## config.mk

```make
export PLATFORM = sky130hd
export DESIGN_NAME = memory_access_flat
export DESIGN_NICKNAME = d
export VERILOG_FILES = /design/src/rtl/memory_access_pkg.sv /design/src/rtl/memory_access_if.sv /design/src/rtl/memory_access_pipe.sv /design/src/rtl/memory_access.sv /design/src/flat_wrapper.sv
export SDC_FILE = /design/constraint.sdc
export NUM_CORES = 1
export LEC_CHECK = 0
export CAP_MARGIN = 20
export CORE_MARGIN = 2
export CORE_UTILIZATION = 25
export CTS_BUF_LIST = sky130_fd_sc_hd__clkbuf_4 sky130_fd_sc_hd__clkbuf_8
export DETAILED_ROUTE_END_ITERATION = 10
export GPL_ROUTABILITY_DRIVEN = 1
export SYNTH_ARGS = -nofsm -noshare
export SYNTH_HDL_FRONTEND = slang
export SYNTH_SLANG_ARGS = --single-unit
```

## constraint.sdc

```tcl
create_clock -name clk -period 1.68 [get_ports clk]
set_input_delay 0.168 -clock clk [delete_from_list [all_inputs] [get_ports clk]]
set_output_delay 0.168 -clock clk [all_outputs]
set_load 0.01 [all_outputs]
```

## src/rtl/memory_access_pkg.sv

```systemverilog
// Shared stage definitions for the memory-access stage: FSM encoding and counter sizing.
package memory_access_pkg;

  typedef enum logic [0:0] {
    IDLE   = 1'b0,
    ACCESS = 1'b1
  } state_t;

  // Wide enough for the largest legal TIMEOUT_CYCLES (255).
  localparam int CNT_WIDTH = 8;

endpackage

```

## src/rtl/memory_access_if.sv

```systemverilog
// Data-memory request/response bus between the memory-access stage and the data memory.
interface memory_access_if #(
  parameter int DATA_WIDTH = 32
);

  logic                  dmem_req_out;
  logic                  dmem_we_out;
  logic [DATA_WIDTH-1:0] dmem_addr_out;
  logic [DATA_WIDTH-1:0] dmem_wdata_out;
  logic [DATA_WIDTH-1:0] dmem_rdata_in;
  logic                  dmem_ack_in;

  modport master (
    output dmem_req_out, dmem_we_out, dmem_addr_out, dmem_wdata_out,
    input  dmem_rdata_in, dmem_ack_in
  );

  modport slave (
    input  dmem_req_out, dmem_we_out, dmem_addr_out, dmem_wdata_out,
    output dmem_rdata_in, dmem_ack_in
  );

endinterface

```

## src/rtl/memory_access_pipe.sv

```systemverilog
// Write-back pipe register: loads new controls, loads a bubble, or holds; load data has its own enable.
module memory_access_pipe #(
  parameter int DATA_WIDTH     = 32,
  parameter int REG_ADDR_WIDTH = 5
) (
  input  logic                      clk,
  input  logic                      rst_n,
  input  logic                      load,
  input  logic                      bubble,
  input  logic                      rd_load,
  input  logic [DATA_WIDTH-1:0]     wb_alu_data,
  input  logic                      wb_reg_wr_en,
  input  logic [REG_ADDR_WIDTH-1:0] wb_reg_wr_addr,
  input  logic                      wb_sel,
  input  logic [DATA_WIDTH-1:0]     wb_rd_data,
  output logic [DATA_WIDTH-1:0]     alu_data,
  output logic                      reg_wr_en,
  output logic [REG_ADDR_WIDTH-1:0] reg_wr_addr,
  output logic                      sel,
  output logic [DATA_WIDTH-1:0]     rd_data
);

  // Write-back controls; a bubble wins over a load.
  always_ff @(posedge clk or negedge rst_n) begin
    if (!rst_n) begin
      alu_data    <= '0;
      reg_wr_en   <= 1'b0;
      reg_wr_addr <= '0;
      sel         <= 1'b0;
    end else if (bubble) begin
      alu_data    <= '0;
      reg_wr_en   <= 1'b0;
      reg_wr_addr <= '0;
      sel         <= 1'b0;
    end else if (load) begin
      alu_data    <= wb_alu_data;
      reg_wr_en   <= wb_reg_wr_en;
      reg_wr_addr <= wb_reg_wr_addr;
      sel         <= wb_sel;
    end
  end

  // Load data only changes when a load completes.
  always_ff @(posedge clk or negedge rst_n) begin
    if (!rst_n) begin
      rd_data <= '0;
    end else if (rd_load) begin
      rd_data <= wb_rd_data;
    end
  end

endmodule

```

## src/rtl/memory_access.sv

```systemverilog
// Memory-access pipeline stage: issues loads/stores to data memory, stalls upstream, times out hung accesses.
module memory_access
  import memory_access_pkg::*;
#(
  parameter int DATA_WIDTH     = 32,
  parameter int REG_ADDR_WIDTH = 5,
  parameter int TIMEOUT_CYCLES = 16
) (
  input  logic                      clk,
  input  logic                      rst_n,
  input  logic                      mem_data_rd_en_in,
  input  logic                      mem_data_wr_en_in,
  input  logic [DATA_WIDTH-1:0]     mem_data_in,
  input  logic [DATA_WIDTH-1:0]     alu_data_in,
  input  logic                      reg_wr_en_in,
  input  logic [REG_ADDR_WIDTH-1:0] reg_wr_addr_in,
  input  logic                      write_back_mux_sel_in,
  memory_access_if.master           dmem,
  output logic [DATA_WIDTH-1:0]     mem_rd_data_out,
  output logic [DATA_WIDTH-1:0]     alu_data_out,
  output logic                      reg_wr_en_out,
  output logic [REG_ADDR_WIDTH-1:0] reg_wr_addr_out,
  output logic                      write_back_mux_sel_out,
  output logic                      stall_out,
  output logic                      bus_error_out
);

  localparam logic [CNT_WIDTH-1:0] TIMEOUT_LAST = CNT_WIDTH'(TIMEOUT_CYCLES - 1);

  state_t                    state_r;
  logic [CNT_WIDTH-1:0]      cnt_r;
  logic [DATA_WIDTH-1:0]     addr_r;
  logic [DATA_WIDTH-1:0]     wdata_r;
  logic                      we_r;
  logic                      lat_wr_en_r;
  logic [REG_ADDR_WIDTH-1:0] lat_wr_addr_r;
  logic                      lat_sel_r;
  logic                      bus_error_r;

  logic                      req_s;
  logic                      ack_s;
  logic                      wb_load_s;
  logic                      wb_bubble_s;
  logic                      rd_load_s;
  logic [DATA_WIDTH-1:0]     wb_alu_s;
  logic                      wb_wr_en_s;
  logic [REG_ADDR_WIDTH-1:0] wb_wr_addr_s;
  logic                      wb_sel_s;

  assign req_s = mem_data_rd_en_in | mem_data_wr_en_in;
  assign ack_s = dmem.dmem_ack_in;

  // Access FSM with latched request and timeout counter; ack beats timeout.
  always_ff @(posedge clk or negedge rst_n) begin
    if (!rst_n) begin
      state_r       <= IDLE;
      cnt_r         <= '0;
      addr_r        <= '0;
      wdata_r       <= '0;
      we_r          <= 1'b0;
      lat_wr_en_r   <= 1'b0;
      lat_wr_addr_r <= '0;
      lat_sel_r     <= 1'b0;
      bus_error_r   <= 1'b0;
    end else begin
      case (state_r)
        IDLE: begin
          bus_error_r <= 1'b0;
          if (req_s) begin
            state_r       <= ACCESS;
            cnt_r         <= '0;
            addr_r        <= alu_data_in;
            wdata_r       <= mem_data_in;
            we_r          <= mem_data_wr_en_in;
            lat_wr_en_r   <= reg_wr_en_in;
            lat_wr_addr_r <= reg_wr_addr_in;
            lat_sel_r     <= write_back_mux_sel_in;
          end
        end
        ACCESS: begin
          if (ack_s) begin
            state_r     <= IDLE;
            bus_error_r <= 1'b0;
          end else if (cnt_r == TIMEOUT_LAST) begin
            state_r     <= IDLE;
            bus_error_r <= 1'b1;
          end else begin
            cnt_r       <= cnt_r + CNT_WIDTH'(1);
            bus_error_r <= 1'b0;
          end
        end
        default: begin
          state_r     <= IDLE;
          bus_error_r <= 1'b0;
        end
      endcase
    end
  end

  // Selects what the write-back register takes at the next edge.
  always_comb begin
    wb_load_s    = 1'b0;
    wb_bubble_s  = 1'b0;
    rd_load_s    = 1'b0;
    wb_alu_s     = alu_data_in;
    wb_wr_en_s   = reg_wr_en_in;
    wb_wr_addr_s = reg_wr_addr_in;
    wb_sel_s     = write_back_mux_sel_in;
    case (state_r)
      IDLE: begin
        if (req_s) begin
          wb_bubble_s = 1'b1;
        end else begin
          wb_load_s = 1'b1;
        end
      end
      ACCESS: begin
        if (ack_s) begin
          wb_load_s    = 1'b1;
          rd_load_s    = ~we_r;
          wb_alu_s     = addr_r;
          wb_wr_en_s   = lat_wr_en_r;
          wb_wr_addr_s = lat_wr_addr_r;
          wb_sel_s     = lat_sel_r;
        end else begin
          wb_bubble_s = 1'b1;
        end
      end
      default: begin
        wb_bubble_s = 1'b1;
      end
    endcase
  end

  assign stall_out           = ((state_r == IDLE) && req_s) || ((state_r == ACCESS) && !ack_s);
  assign bus_error_out       = bus_error_r;
  assign dmem.dmem_req_out   = (state_r == ACCESS);
  assign dmem.dmem_we_out    = we_r;
  assign dmem.dmem_addr_out  = addr_r;
  assign dmem.dmem_wdata_out = wdata_r;

  memory_access_pipe #(
    .DATA_WIDTH     (DATA_WIDTH),
    .REG_ADDR_WIDTH (REG_ADDR_WIDTH)
  ) u_pipe (
    .clk            (clk),
    .rst_n          (rst_n),
    .load           (wb_load_s),
    .bubble         (wb_bubble_s),
    .rd_load        (rd_load_s),
    .wb_alu_data    (wb_alu_s),
    .wb_reg_wr_en   (wb_wr_en_s),
    .wb_reg_wr_addr (wb_wr_addr_s),
    .wb_sel         (wb_sel_s),
    .wb_rd_data     (dmem.dmem_rdata_in),
    .alu_data       (alu_data_out),
    .reg_wr_en      (reg_wr_en_out),
    .reg_wr_addr    (reg_wr_addr_out),
    .sel            (write_back_mux_sel_out),
    .rd_data        (mem_rd_data_out)
  );

endmodule

```

## src/flat_wrapper.sv

```systemverilog
// flat-port wrapper written by rule: the top's interface ports become plain ports
module memory_access_flat import memory_access_pkg::*;
#(
  parameter int DATA_WIDTH     = 32,
  parameter int REG_ADDR_WIDTH = 5,
  parameter int TIMEOUT_CYCLES = 16
)
  (clk, rst_n, mem_data_rd_en_in, mem_data_wr_en_in, mem_data_in, alu_data_in, reg_wr_en_in, reg_wr_addr_in, write_back_mux_sel_in, mem_rd_data_out, alu_data_out, reg_wr_en_out, reg_wr_addr_out, write_back_mux_sel_out, stall_out, bus_error_out, dmem_dmem_req_out, dmem_dmem_we_out, dmem_dmem_addr_out, dmem_dmem_wdata_out, dmem_dmem_rdata_in, dmem_dmem_ack_in);
  memory_access_if #(.DATA_WIDTH(DATA_WIDTH)) dmem_i ();
  input  logic clk;
  input  logic rst_n;
  input  logic mem_data_rd_en_in;
  input  logic mem_data_wr_en_in;
  input  logic [DATA_WIDTH-1:0] mem_data_in;
  input  logic [DATA_WIDTH-1:0] alu_data_in;
  input  logic reg_wr_en_in;
  input  logic [REG_ADDR_WIDTH-1:0] reg_wr_addr_in;
  input  logic write_back_mux_sel_in;
  output logic [DATA_WIDTH-1:0] mem_rd_data_out;
  output logic [DATA_WIDTH-1:0] alu_data_out;
  output logic reg_wr_en_out;
  output logic [REG_ADDR_WIDTH-1:0] reg_wr_addr_out;
  output logic write_back_mux_sel_out;
  output logic stall_out;
  output logic bus_error_out;
  output wire logic [$bits(dmem_i.dmem_req_out)-1:0] dmem_dmem_req_out;
  output wire logic [$bits(dmem_i.dmem_we_out)-1:0] dmem_dmem_we_out;
  output wire logic [$bits(dmem_i.dmem_addr_out)-1:0] dmem_dmem_addr_out;
  output wire logic [$bits(dmem_i.dmem_wdata_out)-1:0] dmem_dmem_wdata_out;
  input wire logic [$bits(dmem_i.dmem_rdata_in)-1:0] dmem_dmem_rdata_in;
  input wire logic [$bits(dmem_i.dmem_ack_in)-1:0] dmem_dmem_ack_in;
  assign dmem_dmem_req_out = dmem_i.dmem_req_out;
  assign dmem_dmem_we_out = dmem_i.dmem_we_out;
  assign dmem_dmem_addr_out = dmem_i.dmem_addr_out;
  assign dmem_dmem_wdata_out = dmem_i.dmem_wdata_out;
  assign dmem_i.dmem_rdata_in = dmem_dmem_rdata_in;
  assign dmem_i.dmem_ack_in = dmem_dmem_ack_in;
  memory_access #(.DATA_WIDTH(DATA_WIDTH), .REG_ADDR_WIDTH(REG_ADDR_WIDTH), .TIMEOUT_CYCLES(TIMEOUT_CYCLES)) u_core (.clk(clk), .rst_n(rst_n), .mem_data_rd_en_in(mem_data_rd_en_in), .mem_data_wr_en_in(mem_data_wr_en_in), .mem_data_in(mem_data_in), .alu_data_in(alu_data_in), .reg_wr_en_in(reg_wr_en_in), .reg_wr_addr_in(reg_wr_addr_in), .write_back_mux_sel_in(write_back_mux_sel_in), .dmem(dmem_i), .mem_rd_data_out(mem_rd_data_out), .alu_data_out(alu_data_out), .reg_wr_en_out(reg_wr_en_out), .reg_wr_addr_out(reg_wr_addr_out), .write_back_mux_sel_out(write_back_mux_sel_out), .stall_out(stall_out), .bus_error_out(bus_error_out));
endmodule
```

-- Yosys cells after proc, flatten, opt, wreduce, memory -nomap -nowiden
Cells that the tools add are included.
- word-level logic and storage cells: 63
- output and inout bits: 139
- flip-flop bits (word level): 153
- $add $sub $neg: 1
- bitwise logic cells: 3
- equality and inequality tests: 4
- reduce and logical (&&, ||, !) cells: 7
- multiplexer cells: 34
- operators by type and width (cell ; count):
    $mux 32 ; 4
    $mux 8 ; 3
    $mux 5 ; 4
    $mux 1 ; 18
    $pmux 8 s2 ; 1
    $add 8x1->8 const B ; 1
    $eq 8x4->1 const B ; 1
    $pmux 1 s2 ; 4
    $ne 2x2->1 const B ; 2
    $reduce_and 3->1 ; 1
    $logic_and 1x1->1 ; 2
    $ne 2x1->1 const B ; 1
    $not 1->1 ; 2
    $reduce_and 2->1 ; 1
    $reduce_bool 2->1 ; 1
    $logic_not 1->1 ; 1
    $logic_or 1x1->1 ; 1
    $or 1x1->1 ; 1

-- Depth between registers and ports, before layout
Gate-level depths: netlist (run 1).
- depth after elaboration: 5
- depth in mapped cells: 6
- mapped depth without buffers: 5

-- Hierarchy
A second synthesis (run 1) with hierarchy kept.
- cell total of the unflattened synthesis: 450
- area, all modules: 6546.3 um^2
- by module, submodules not included (module ; times used ; cells each ; area each (um^2)):
    memory_access ; 1 ; 256 ; 3738.6
    memory_access_pipe ; 1 ; 194 ; 2807.7

-- Worst setup path after synthesis (run 1)
No wires, ideal clock.
- kind: register to register
- start point: register u_core.state_r, in the netlist u_core.dmem.dmem_req_out
- end point: register u_core.u_pipe.rd_data[0]
- data required time: 1.553 ns
- cell stages (with the launch flop): 7
- arrival: 1.397 ns
- library setup time: 0.127 ns
- clock period less this slack: 1.524 ns
- slack: 0.156 ns
- path through: dfrtp_1 -> and2_1 -> buf_2 -> nand2b_1 -> buf_2 -> buf_6 -> mux2_1
- longest elaborated chain between the ends: 1
- RTL lines (item ; line ; RTL):
    start, declared ; memory_access.sv:30 ; state_t state_r;
    start signal, assigned ; memory_access.sv:56 ; state_r <= IDLE;
    start signal, assigned ; memory_access.sv:70 ; state_r <= ACCESS;
    start signal, assigned ; memory_access.sv:82 ; state_r <= IDLE;
    $mux 1 ; memory_access.sv:109 ; case (state_r)
    end signal, assigned ; memory_access_pipe.sv:48 ; rd_data <= wb_rd_data;
    end, declared ; memory_access_pipe.sv:20 ; output logic [DATA_WIDTH-1:0] rd_data
No other way between the ends.
A chain may end at the register's enable or synchronous reset.

-- Final worst setup path (run 1)
- start point: register u_core.cnt_r[5]
- end point: register u_core.cnt_r[3]
- longest elaborated chain between the ends: 3
- RTL lines (item ; line ; RTL):
    start, declared ; memory_access.sv:31 ; logic [CNT_WIDTH-1:0] cnt_r;
    start signal, assigned ; memory_access.sv:88 ; cnt_r <= cnt_r + CNT_WIDTH'(1);
    $eq 8x4->1 ; memory_access.sv:84 ; end else if (cnt_r == TIMEOUT_LAST) begin
    $ne 2x2->1 (no source line) ; -- ;
    $reduce_and 3->1 (no source line) ; -- ;
No other way between the ends.

==> results of run 1 <==
[worst paths after layout]
check / start / to / slack (ns)
worst max-delay path: u_core.cnt_r[5]$_DFFE_PN0P_ / u_core.cnt_r[3]$_DFFE_PN0P_ / 0.07
worst min-delay path: mem_data_in[15] / u_core.dmem.dmem_wdata_out[15]$_DFFE_PN0P_ / 0.24
worst max register to register: u_core.cnt_r[5]$_DFFE_PN0P_ / u_core.cnt_r[3]$_DFFE_PN0P_ / 0.07
worst min register to register: u_core.dmem.dmem_wdata_out[6]$_DFFE_PN0P_ / u_core.dmem.dmem_wdata_out[6]$_DFFE_PN0P_ / 0.48
max in group asynchronous: rst_n / u_core.u_pipe.alu_data[15]$_DFFE_PN0P_ / 0.85
min in group asynchronous: rst_n / u_core.dmem.dmem_wdata_out[26]$_DFFE_PN0P_ / 0.26
[power breakdown]
group / switching [mW] / leakage (nW) / internal [mW]
sequential: 0.652 / 1.92 / 4.84
clock: 1.43 / 0.215 / 1.62
combinational: 2.26 / 2.22 / 2.87
total: 4.35 / 4.35 / 9.33
[state kept, by name, summed over array words and instances (netlist names), 5 cells and up]
| register | count |
|---|---|
| u_core.dmem.dmem_addr_out | 32 |
| u_core.lat_wr_addr_r | 5 |
| u_core.dmem.dmem_wdata_out | 32 |
| u_core.u_pipe.alu_data | 32 |
| u_core.u_pipe.rd_data | 32 |
| u_core.u_pipe.reg_wr_addr | 5 |
| u_core.cnt_r | 8 |
[placed cells by master, fill, tap and decap left out, types with 2 or more instances in the layout]
cell	n
mux2_1	33
a21oi_1	40
nand2_1	298
mux2i_1	2
clkinv_4	3
o22ai_1	2
buf_12	12
nand3_1	4
clkinv_2	5
o21ai_1	3
bufinv_16	4
dfrtp_1	152
buf_6	2
clkbuf_8	17
inv_1	2
nand2b_1	2
buf_4	13
nor2_1	3
clkdlybuf4s50_1	243
[cells by family (layout without fill, tap and decap cells)]
family | Yosys count | count (layout) | share of synthesized area [%]
xor gates and xnor gates | 1 | 1 | 0.1479
DFF | 153 | 153 | 64.65
and+or+nand+nor | 317 | 317 | 20.75
buffers and inverters | 36 | 306 | 2.873
AOI/OAI and AO/OA | 51 | 51 | 4.754
muxes | 35 | 35 | 6.613
adders and majority gates | 1 | 1 | 0.2112
[layer usage]
layer,up-vias,GRT usage [%]
li1,2388,-
met1,2353,16.81
met2,162,23.56
met3,18,5.037
met4,0,5.152
met5,-,0
[per-stage QoR]
stage | power [mW] | util [%] | std cells | cell area, um2
2_1_floorplan | 7.454 | - | 594 | 5922
3_3_place_gp | 10.70 | 38.50 | 1151 | 8984
3_5_place_dp | 10.78 | 38.50 | 1151 | 8984
4_1_cts | 13.95 | 40.39 | 1183 | 9423
5_1_grt | 14.63 | 40.43 | 1183 | 9433
6_report | 13.68 | 40.43 | 1183 | 9433
[layout make-up]
class | instances | area, um2
Clock buffer | 18 | 241.5
Clock inverter | 13 | 178.9
Fill cell | 2316 | 13900
Inverter | 3 | 11.26
Multi-Input combinational cell | 405 | 1957
Sequential cell | 153 | 3830
Tap cell | 319 | 399.1
Timing Repair Buffer | 272 | 2815
[timing repair]
action / in CTS / in global routing
hold endpoints to repair: 40 / 0
hold buffers: 1 / 0
endpoints found under the setup margin: 1 / 2
resized for setup: 8 / 2
pin swaps: 1 / 0
[critical path, cell delays in order, from the launching register on]
cell      delay, ns
dfrtp_1        0.44
or4_4          0.60
o211ai_2       0.17
o21ai_1        0.08
a32o_1         0.21
==> flow_metrics.py, run 1 <==
metrics = {
    "sta": {
        "period_share_pct": 95.58,
        "fin_setup_tns_ns": 0,
        "slew-limit-headroom_pct": 68.74,
        "setup_slack_ns": 0.07422,
        "finClkSkew_ns": 0.01514,
        "finalHoldWorstSlack_ns": 0.2443,
        "worst_pin_slew_ns": 0.4690,
        "rsz0062_at_grt": "no",
        "min_period_ns": 1.606,
        "fmax_mhz": 622.7,
        "setup_viol": 0,
        "drv_slew": 0,
        "hold_viol_final": 0,
    },
    "clock_network": {
        "clockRootBuffer": "clkbuf_8",
        "tritoncts": "done",
        "clkTransAtPathRegs_ns": 0.09,
        "clk_latency_ns": 0.44,
        "clk_path_buf_depth": 2,
        "clkSinkCount": 153,
        "htreeDepth": 4,
        "cts-buffers-inserted": 17,
        "cts_setup_buffers": 0,
    },
    "floorplanning": {
        "die-area_um2": 24940,
        "start_util_pct": 25.38,
        "core_um2": 23330,
        "ios": 247,
        "core.rowCount": 56,
        "dieWidth_um": 157.9,
        "die_h_um": 157.9,
    },
    "synth": {
        "ys_types": 32,
        "synth_commonest_cells": "298 x nand2_1, 153 x dfrtp_1, 40 x a21oi_1",
        "synth_most_common_cell": "nand2_1",
        "synth_edf_count": 0,
        "async_flop_share_pct": 100.0,
        "avgSynthCellArea_um2": 9.970,
        "synthCells": 594,
        "ys.flop_type": "dfrtp_1",
        "synthesis.area_um2": 5922,
        "synth-seq-cells": 153,
        "synth_top_area_share_pct": 64.65,
        "synth_fp_nets": 703,
        "synth_warnings": 0,
        "seq_area_frac_synth_pct": 64.65,
        "synth.area.top_cells": "dfrtp_1 65%, nand2_1 19%, mux2_1 6.3%, a21oi_1 3.4%, clkbuf_1 1.2%",
        "yosysTopAreaCell": "dfrtp_1",
    },
    "detailed_routing": {
        "routed.top_layer": "met4",
        "route.met3.wl_mm": 1.435,
        "wl_per_cell_um": 14.69,
        "firstDrtPassIters": 4,
        "drc": 0,
        "vias": 4921,
        "dr_wl_met2_mm": 8.232,
        "first_iter_violations": 207,
        "postRouteAntennaNets": 0,
        "viasPerCell": 4.160,
        "drt_wl_total_mm": 17.37,
        "routedLengthMet1_mm": 7.342,
    },
    "layout": {
        "drive_gt1_share_pct": 7.870,
        "antenna_cells": 0,
        "areaGrowthSynthToFinish_pct": 59.29,
        "nets": 961,
    },
    "placed_design": {
        "io_buffers": 246,
        "place.gp.congestion": 0.7653,
        "dp_hpwl_mm": 11.95,
        "pre_cts_slack_ns": -0.09673,
    },
    "power": {
        "total_leakage_power_nw": 4.346,
        "p_per_area_nw_per_um2": 1450,
        "ir_drop_mv": 0.5085,
    },
    "global_route": {
        "grtUsageTotal_pct": 14.14,
        "grt_pass1_wl_mm": 27.21,
        "grt_pass1_vias": 5042,
        "antenna_found_initial": 0,
        "grt_overflow": 0,
        "grt_start_max_net_pins": 45,
    },
    "worst_setup_path": {
        "path_max_fanout": 6,
        "critPathArrivalTime_ns": 1.92,
        "cp-start-kind": "flip-flop",
        "cp_data_required_time_ns": 2.00,
        "reg2regPathDepth": 4,
        "crit_path_end_kind": "flip-flop",
        "path_class": "flip-flop to flip-flop",
    },
    "min_path": {
        "hp-class": "input pin to flip-flop",
        "hold-path-cell-count": 3,
    },
    "run": {
        "cap_viol_max_count": 0,
    },
    "status": {
        "status": "finished, final reports clean",
    },
}
Power figures use the tool's default switching activity.
==> inputs of run 2 (changes only) <==
Settings changed: ABC_AREA from default to 1, CORE_UTILIZATION 25 to 45, PLACE_DENSITY from default to 0.82.
==> flow_metrics.py, run 2 <==
metrics = {
    "status": {
        "status": "finished, final reports clean",
    },
    "sta": {
        "hold_viol_final": 0,
        "period_share_pct": 92.75,
        "fmax_mhz": 641.8,
        "min_period_ns": 1.558,
        "worst_pin_slew_ns": 0.4879,
        "fin_setup_tns_ns": 0,
        "setup_viol": 0,
        "slew-limit-headroom_pct": 67.47,
        "rsz0062_at_grt": "no",
        "finClkSkew_ns": 0.006479,
        "drv_slew": 0,
    },
    "placed_design": {
        "place.gp.congestion": 0.7826,
        "io_buffers": 246,
        "dp_hpwl_mm": 10.82,
    },
    "power": {
        "ir_drop_mv": 0.7454,
        "total_leakage_power_nw": 4.843,
        "power_mw": 13.85,
        "p_per_area_nw_per_um2": 1468,
    },
    "detailed_routing": {
        "vias": 5313,
        "viasPerCell": 4.564,
        "first_iter_violations": 309,
        "firstDrtPassIters": 4,
        "drt_wl_total_mm": 15.30,
        "postRouteAntennaNets": 0,
        "drc": 0,
        "wl_per_cell_um": 13.15,
    },
    "global_route": {
        "grt_start_max_net_pins": 78,
        "grtUsageTotal_pct": 20.94,
        "grt_pass1_vias": 5084,
        "antenna_found_initial": 0,
        "grt_overflow": 0,
        "grt_pass1_wl_mm": 24.13,
    },
    "run": {
        "cap_viol_max_count": 0,
    },
    "floorplanning": {
        "dieWidth_um": 122.2,
        "ios": 247,
        "core.rowCount": 43,
        "core_um2": 13770,
        "die_h_um": 122.2,
        "die-area_um2": 14940,
        "start_util_pct": 45.68,
    },
    "worst_setup_path": {
        "path_class": "flip-flop to output pin",
        "cp-start-kind": "flip-flop",
        "path_max_fanout": 2,
        "reg2reg_to": "u_core.cnt_r[3]$_DFFE_PN0P_",
        "reg2reg_slack_ns": 0.23,
        "worst_r2r_startpoint": "u_core.cnt_r[0]$_DFFE_PN0P_",
        "critPathArrivalTime_ns": 1.39,
        "crit_path_end_kind": "output pin",
        "reg2regPathDepth": 5,
        "cp_data_required_time_ns": 1.51,
    },
    "synth": {
        "ys_types": 22,
        "avgSynthCellArea_um2": 8.677,
        "synth.area.top_cells": "dfrtp_1 61%, nand2_1 10%, inv_1 7.2%, o21ai_0 5.7%, a21oi_1 3.1%",
        "synth_fp_nets": 834,
        "synth_most_common_cell": "nand2_1",
        "ys.flop_type": "dfrtp_1",
        "synth_commonest_cells": "172 x nand2_1, 153 x dfrtp_1, 120 x inv_1",
        "synth_warnings": 0,
        "synth_top_area_share_pct": 60.86,
        "synthCells": 725,
        "seq_area_frac_synth_pct": 60.86,
        "async_flop_share_pct": 100.0,
        "synth_edf_count": 0,
        "yosysTopAreaCell": "dfrtp_1",
        "synthesis.area_um2": 6291,
        "synth-seq-cells": 153,
    },
    "clock_network": {
        "cts-buffers-inserted": 17,
        "tritoncts": "done",
        "clk_latency_ns": 0.43,
        "htreeDepth": 4,
        "clk_path_buf_depth": 2,
        "clkSinkCount": 153,
        "clockRootBuffer": "clkbuf_8",
        "clkTransAtPathRegs_ns": 0.08,
    },
    "layout": {
        "drive_gt1_share_pct": 8.740,
        "fill_cells": 1065,
        "multi_input_area_um2": 1709,
        "final_cell_mix": "242 x clkdlybuf4s50_1, 171 x nand2_1, 153 x dfrtp_1, 120 x inv_1, 72 x o21ai_0",
        "areaGrowthSynthToFinish_pct": 50.00,
        "regArea_um2": 3829,
        "antenna_cells": 0,
        "nets": 1082,
        "final_common_cell": "clkdlybuf4s50_1",
    },
    "min_path": {
        "hp-class": "input pin to async pin",
    },
}
run 2: cell types whose count changed after synthesis, moves of 3 or more:
cell / before / now
nand2_1: 298 / 172
inv_1: 2 / 120
o21ai_0: 0 / 72
nor2_1: 4 / 48
mux2_1: 33 / 0
o21ai_1: 3 / 33
inv_2: 1 / 30
nand3_1: 4 / 12
buf_2: 10 / 16
clkbuf_1: 19 / 13
buf_6: 3 / 6
run 2: layout make-up:
cell class              count  area share [%]
clock buffers              22           3.142
clock inverters             8           1.512
inverters                 150           5.967
multi-input cells         386           18.11
flip-flops and latches    153           40.57
well taps                 180           2.387
repair buffers            265           28.31
run 2: what timing repair did:
item	CTS	global route
endpoints found under the setup margin	1	10
hold endpoints to repair	43	0
buffers inserted	0	0
gates resized for setup	5	3
hold buffers	1	0
run 2: report_power, final:
part,total (mW),internal [mW],switching (mW)
combinational,5.31,2.84,2.48
clock,3.04,1.77,1.27
sequential,5.50,4.89,0.612
total,13.9,9.49,4.36
run 2: cells by family after synthesis:
group           synth area share, %
compound gates                11.85
xor+xnor                     0.4177
fa+ha+maj                    0.1989
buf+inv                       12.19
flops                         60.86
simple gates                  14.48
run 2: worst max-delay path, stage by stage, from the launching register on:
cell and delay [ns]:
dfrtp_1 0.37, inv_2 0.06, nor2_2 0.09, inv_1 0.06, and2_2 0.20, inv_1 0.05
buf_2 0.13
run 2: metrics by stage:
| step | utilization [%] | area, um2 | setup slack, ns | hold WS [ns] | std cells |
|---|---|---|---|---|---|
| final | 68.51 | 9437 | 0.1218 | 0.2512 | 1164 |
| after global routing | 68.51 | 9437 | 0.006963 | 0.2518 | 1164 |
| after CTS | 68.42 | 9424 | 0.003022 | 0.2323 | 1164 |
| after detailed placement | 65.18 | 8977 | -0.1211 | 0.1507 | 1133 |
| after global placement | 65.18 | 8977 | -0.1047 | 0.1435 | 1133 |
| after floorplan | - | 6291 | 0.3190 | -0.1276 | 725 |
run 2: how the worst max path moves through the flow:
stage	startpoint	to	slack, ns	cells past startpoint
finish	u_core.dmem.dmem_req_out$_DFF_PN0_	stall_out	0.12	6
floorplan	u_core.cnt_r[0]$_DFFE_PN0P_	u_core.cnt_r[6]$_DFFE_PN0P_	0.32	6
detailed placement	dmem_dmem_ack_in	stall_out	-0.12	6
CTS	u_core.dmem.dmem_req_out$_DFF_PN0_	dmem_dmem_req_out	0.003	2
global route	u_core.dmem.dmem_req_out$_DFF_PN0_	stall_out	0.007	6
global placement	dmem_dmem_ack_in	stall_out	-0.10	6
run 2: metal layers:
metal	share of wire [%]	vias to the layer above	global-route usage (%)
met4	0.88	0	5.460
met3	9.3	13	8.225
met2	48	210	35.42
met5	0	-	0
met1	42	2420	25.02
li1	-	2670	-
==> edit: new RTL, config.mk and constraints of run 2 <==
`DATA_WIDTH` is set to 32 in 4 places; all go to 36.
--- a/src/rtl/memory_access_if.sv
+++ b/src/rtl/memory_access_if.sv
@@ -1,6 +1,6 @@
 // Data-memory request/response bus between the memory-access stage and the data memory.
 interface memory_access_if #(
-  parameter int DATA_WIDTH = 32
+  parameter int DATA_WIDTH = 36
 );
 
   logic                  dmem_req_out;
--- a/src/rtl/memory_access_pipe.sv
+++ b/src/rtl/memory_access_pipe.sv
@@ -1,6 +1,6 @@
 // Write-back pipe register: loads new controls, loads a bubble, or holds; load data has its own enable.
 module memory_access_pipe #(
-  parameter int DATA_WIDTH     = 32,
+  parameter int DATA_WIDTH     = 36,
   parameter int REG_ADDR_WIDTH = 5
 ) (
   input  logic                      clk,
--- a/src/rtl/memory_access.sv
+++ b/src/rtl/memory_access.sv
@@ -2,7 +2,7 @@
 module memory_access
   import memory_access_pkg::*;
 #(
-  parameter int DATA_WIDTH     = 32,
+  parameter int DATA_WIDTH     = 36,
   parameter int REG_ADDR_WIDTH = 5,
   parameter int TIMEOUT_CYCLES = 16
 ) (
--- a/src/flat_wrapper.sv
+++ b/src/flat_wrapper.sv
@@ -1,7 +1,7 @@
 // flat-port wrapper written by rule: the top's interface ports become plain ports
 module memory_access_flat import memory_access_pkg::*;
 #(
-  parameter int DATA_WIDTH     = 32,
+  parameter int DATA_WIDTH     = 36,
   parameter int REG_ADDR_WIDTH = 5,
   parameter int TIMEOUT_CYCLES = 16
 )
Ports: changed (7 resized); port bits go from 247 to 275. The function was not compared with the original's and may differ.
==> edit against run 2 <==
Wire length rose by 16%. Clock power rose by 3%. Largest power group unchanged. Final area rose by 10%. Largest cell class unchanged. First-iteration DRC count rose by 0.65%. Sequential cell count rose by 16. Highest routed layer unchanged. Power rose by 9.7%. Critical endpoint is now dmem_dmem_we_out. Non-clock buffer count rose by 29. Worst setup slack got worse by 51 ps. Synthesized area rose by 11%.
==> edit: results (changes against run 2) <==
H-Tree Depth=4 (unchanged); Synth Net Count=918 (was 834); router iterations before antenna repair=5 (was 4); Seq/Total Area, Yosys=60.49% (was 60.86%); slowest CP cell=clkdlybuf4s50_1 (was dfrtp_1); top cells by area, synth=dfrtp_1 (60%), nand2_1 (9.9%), inv_1 (8.6%) (was dfrtp_1 (61%), nand2_1 (10%), inv_1 (7.2%)); Post-Route Skew=16.13 ps (was 6.479 ps); Inst Count DP=1237 (was 1133); Ys Warns=0 (unchanged); setup bufs post-CTS=1 (was 0); first-pass GRT wire length=27.71 mm (was 24.13 mm); total routed wirelength=17.72 mm (was 15.30 mm); max incr delay on CP=580 ps (was 370 ps); Resized cells post-CTS=6 (was 5); Worst VDD drop=0.0007087 V (was 0.0007454 V); Net Sw Frac=32.53% (was 31.47%); sequential power share=40.1% (was 39.7%); DP Area=9927 sq um (was 8977 sq um); adder-cell share of the synthesized area=0.1790% (was 0.1989%); Compound-Gate Fraction of Synth Area=11.81% (was 11.85%); Post-DP HPWL=12.85 mm (was 10.82 mm); count of different cell masters after synthesis=25 (was 22); Clock Latency Late Sink=450 ps (was 430 ps); CP max FO=3 (was 2); synth cell count leaders=nand2_1 (184), dfrtp_1 (169), inv_1 (161) (was nand2_1 (172), dfrtp_1 (153), inv_1 (120)); pre-CTS setup slack=-52.76 ps (was -121.1 ps); sequential power=6.09 mW (was 5.50 mW); Detailed Route Iter0 Violations=311 (was 309); Post-Synth XOR/XNOR Area=0.3758% (was 0.4177%); Syn Area/Cell=8.773 sq um (was 8.677 sq um); share of cells above drive strength 1=6.371% (was 8.740%); Root Buffer=clkbuf_8 (unchanged); cell family with most CP delay=buffers and inverters (was flip-flops); via density per instance=4.664 (was 4.564); post-route insts no fill=1271 (was 1164); Leak=5.356 nW (was 4.843 nW); fill cell instance count of the final layout=1199 (was 1065); antenna violations before repair=0 (unchanged); Port Buffers=274 (was 246); GP Congestion=0.7830 (was 0.7826); multiplexer area fraction after synthesis=0% (unchanged); Clock group=3.12 mW (was 3.04 mW); Slew HR=68.52% (was 67.47%); vias in the first global route=5652 (was 5084); crit path DAT=1440 ps (was 1390 ps); largest net degree at the start of global routing=77 (was 78); status=complete, no violations (unchanged); total track usage=21.57% (was 20.94%)
==> edit: cell count changes in the layout (fill, tap and decap cells not counted), moves of 4 or more <==
cell	before	now
inv_1	120	161
o21ai_0	72	81
dfrtp_1	153	169
clkdlybuf4s50_1	242	271
nand2_1	171	184
a21oi_1	39	43
inv_2	30	5
==> edit: worst reg2reg max path: stages (launching register included) <==
cell and delay (ps):
dfrtp_1 410, buf_4 150, nand2_2 70, buf_4 400
nand2_1 140, o21ai_0 110, nand2_1 80, inv_1 50
==> edit: final cells by class <==
class	instances	area [sq um]	area share (%)
clock inverters	9	136.4	1.313
inverters	166	623.1	6.001
well taps	188	235.2	2.265
flip-flops and latches	169	4229	40.73
repair buffers	294	2978	28.68
clock buffers	23	304.0	2.928
multi-input cells	422	1878	18.09
==> edit: layer usage <==
| metal | track usage (%) | part of all wire, % | vias to the layer above |
|---|---|---|---|
| met5 | 0 | 0 | - |
| li1 | - | - | 2941 |
| met3 | 8.399 | 9.4 | 29 |
| met2 | 36.91 | 48 | 234 |
| met4 | 7.033 | 2.0 | 0 |
| met1 | 25.00 | 40 | 2724 |
==> edit: path summary, 6_finish.rpt <==
path / startpoint / to / slack (ps) / depth (start not counted)
max in group asynchronous: rst_n / u_core.u_pipe.rd_data[9] / 860 / 3
min in group clk: mem_data_in[12] / u_core.dmem.dmem_wdata_out[12] / 260 / 3
worst max-delay path: u_core.dmem.dmem_we_out / dmem_dmem_we_out / 70 / 1
worst min register to register: u_core.dmem.dmem_wdata_out[28] / u_core.dmem.dmem_wdata_out[28] / 490 / 2
worst max register to register: u_core.dmem.dmem_req_out / u_core.u_pipe.alu_data[7] / 200 / 7
worst min-delay path: rst_n / u_core.dmem.dmem_wdata_out[6] / 210 / 2
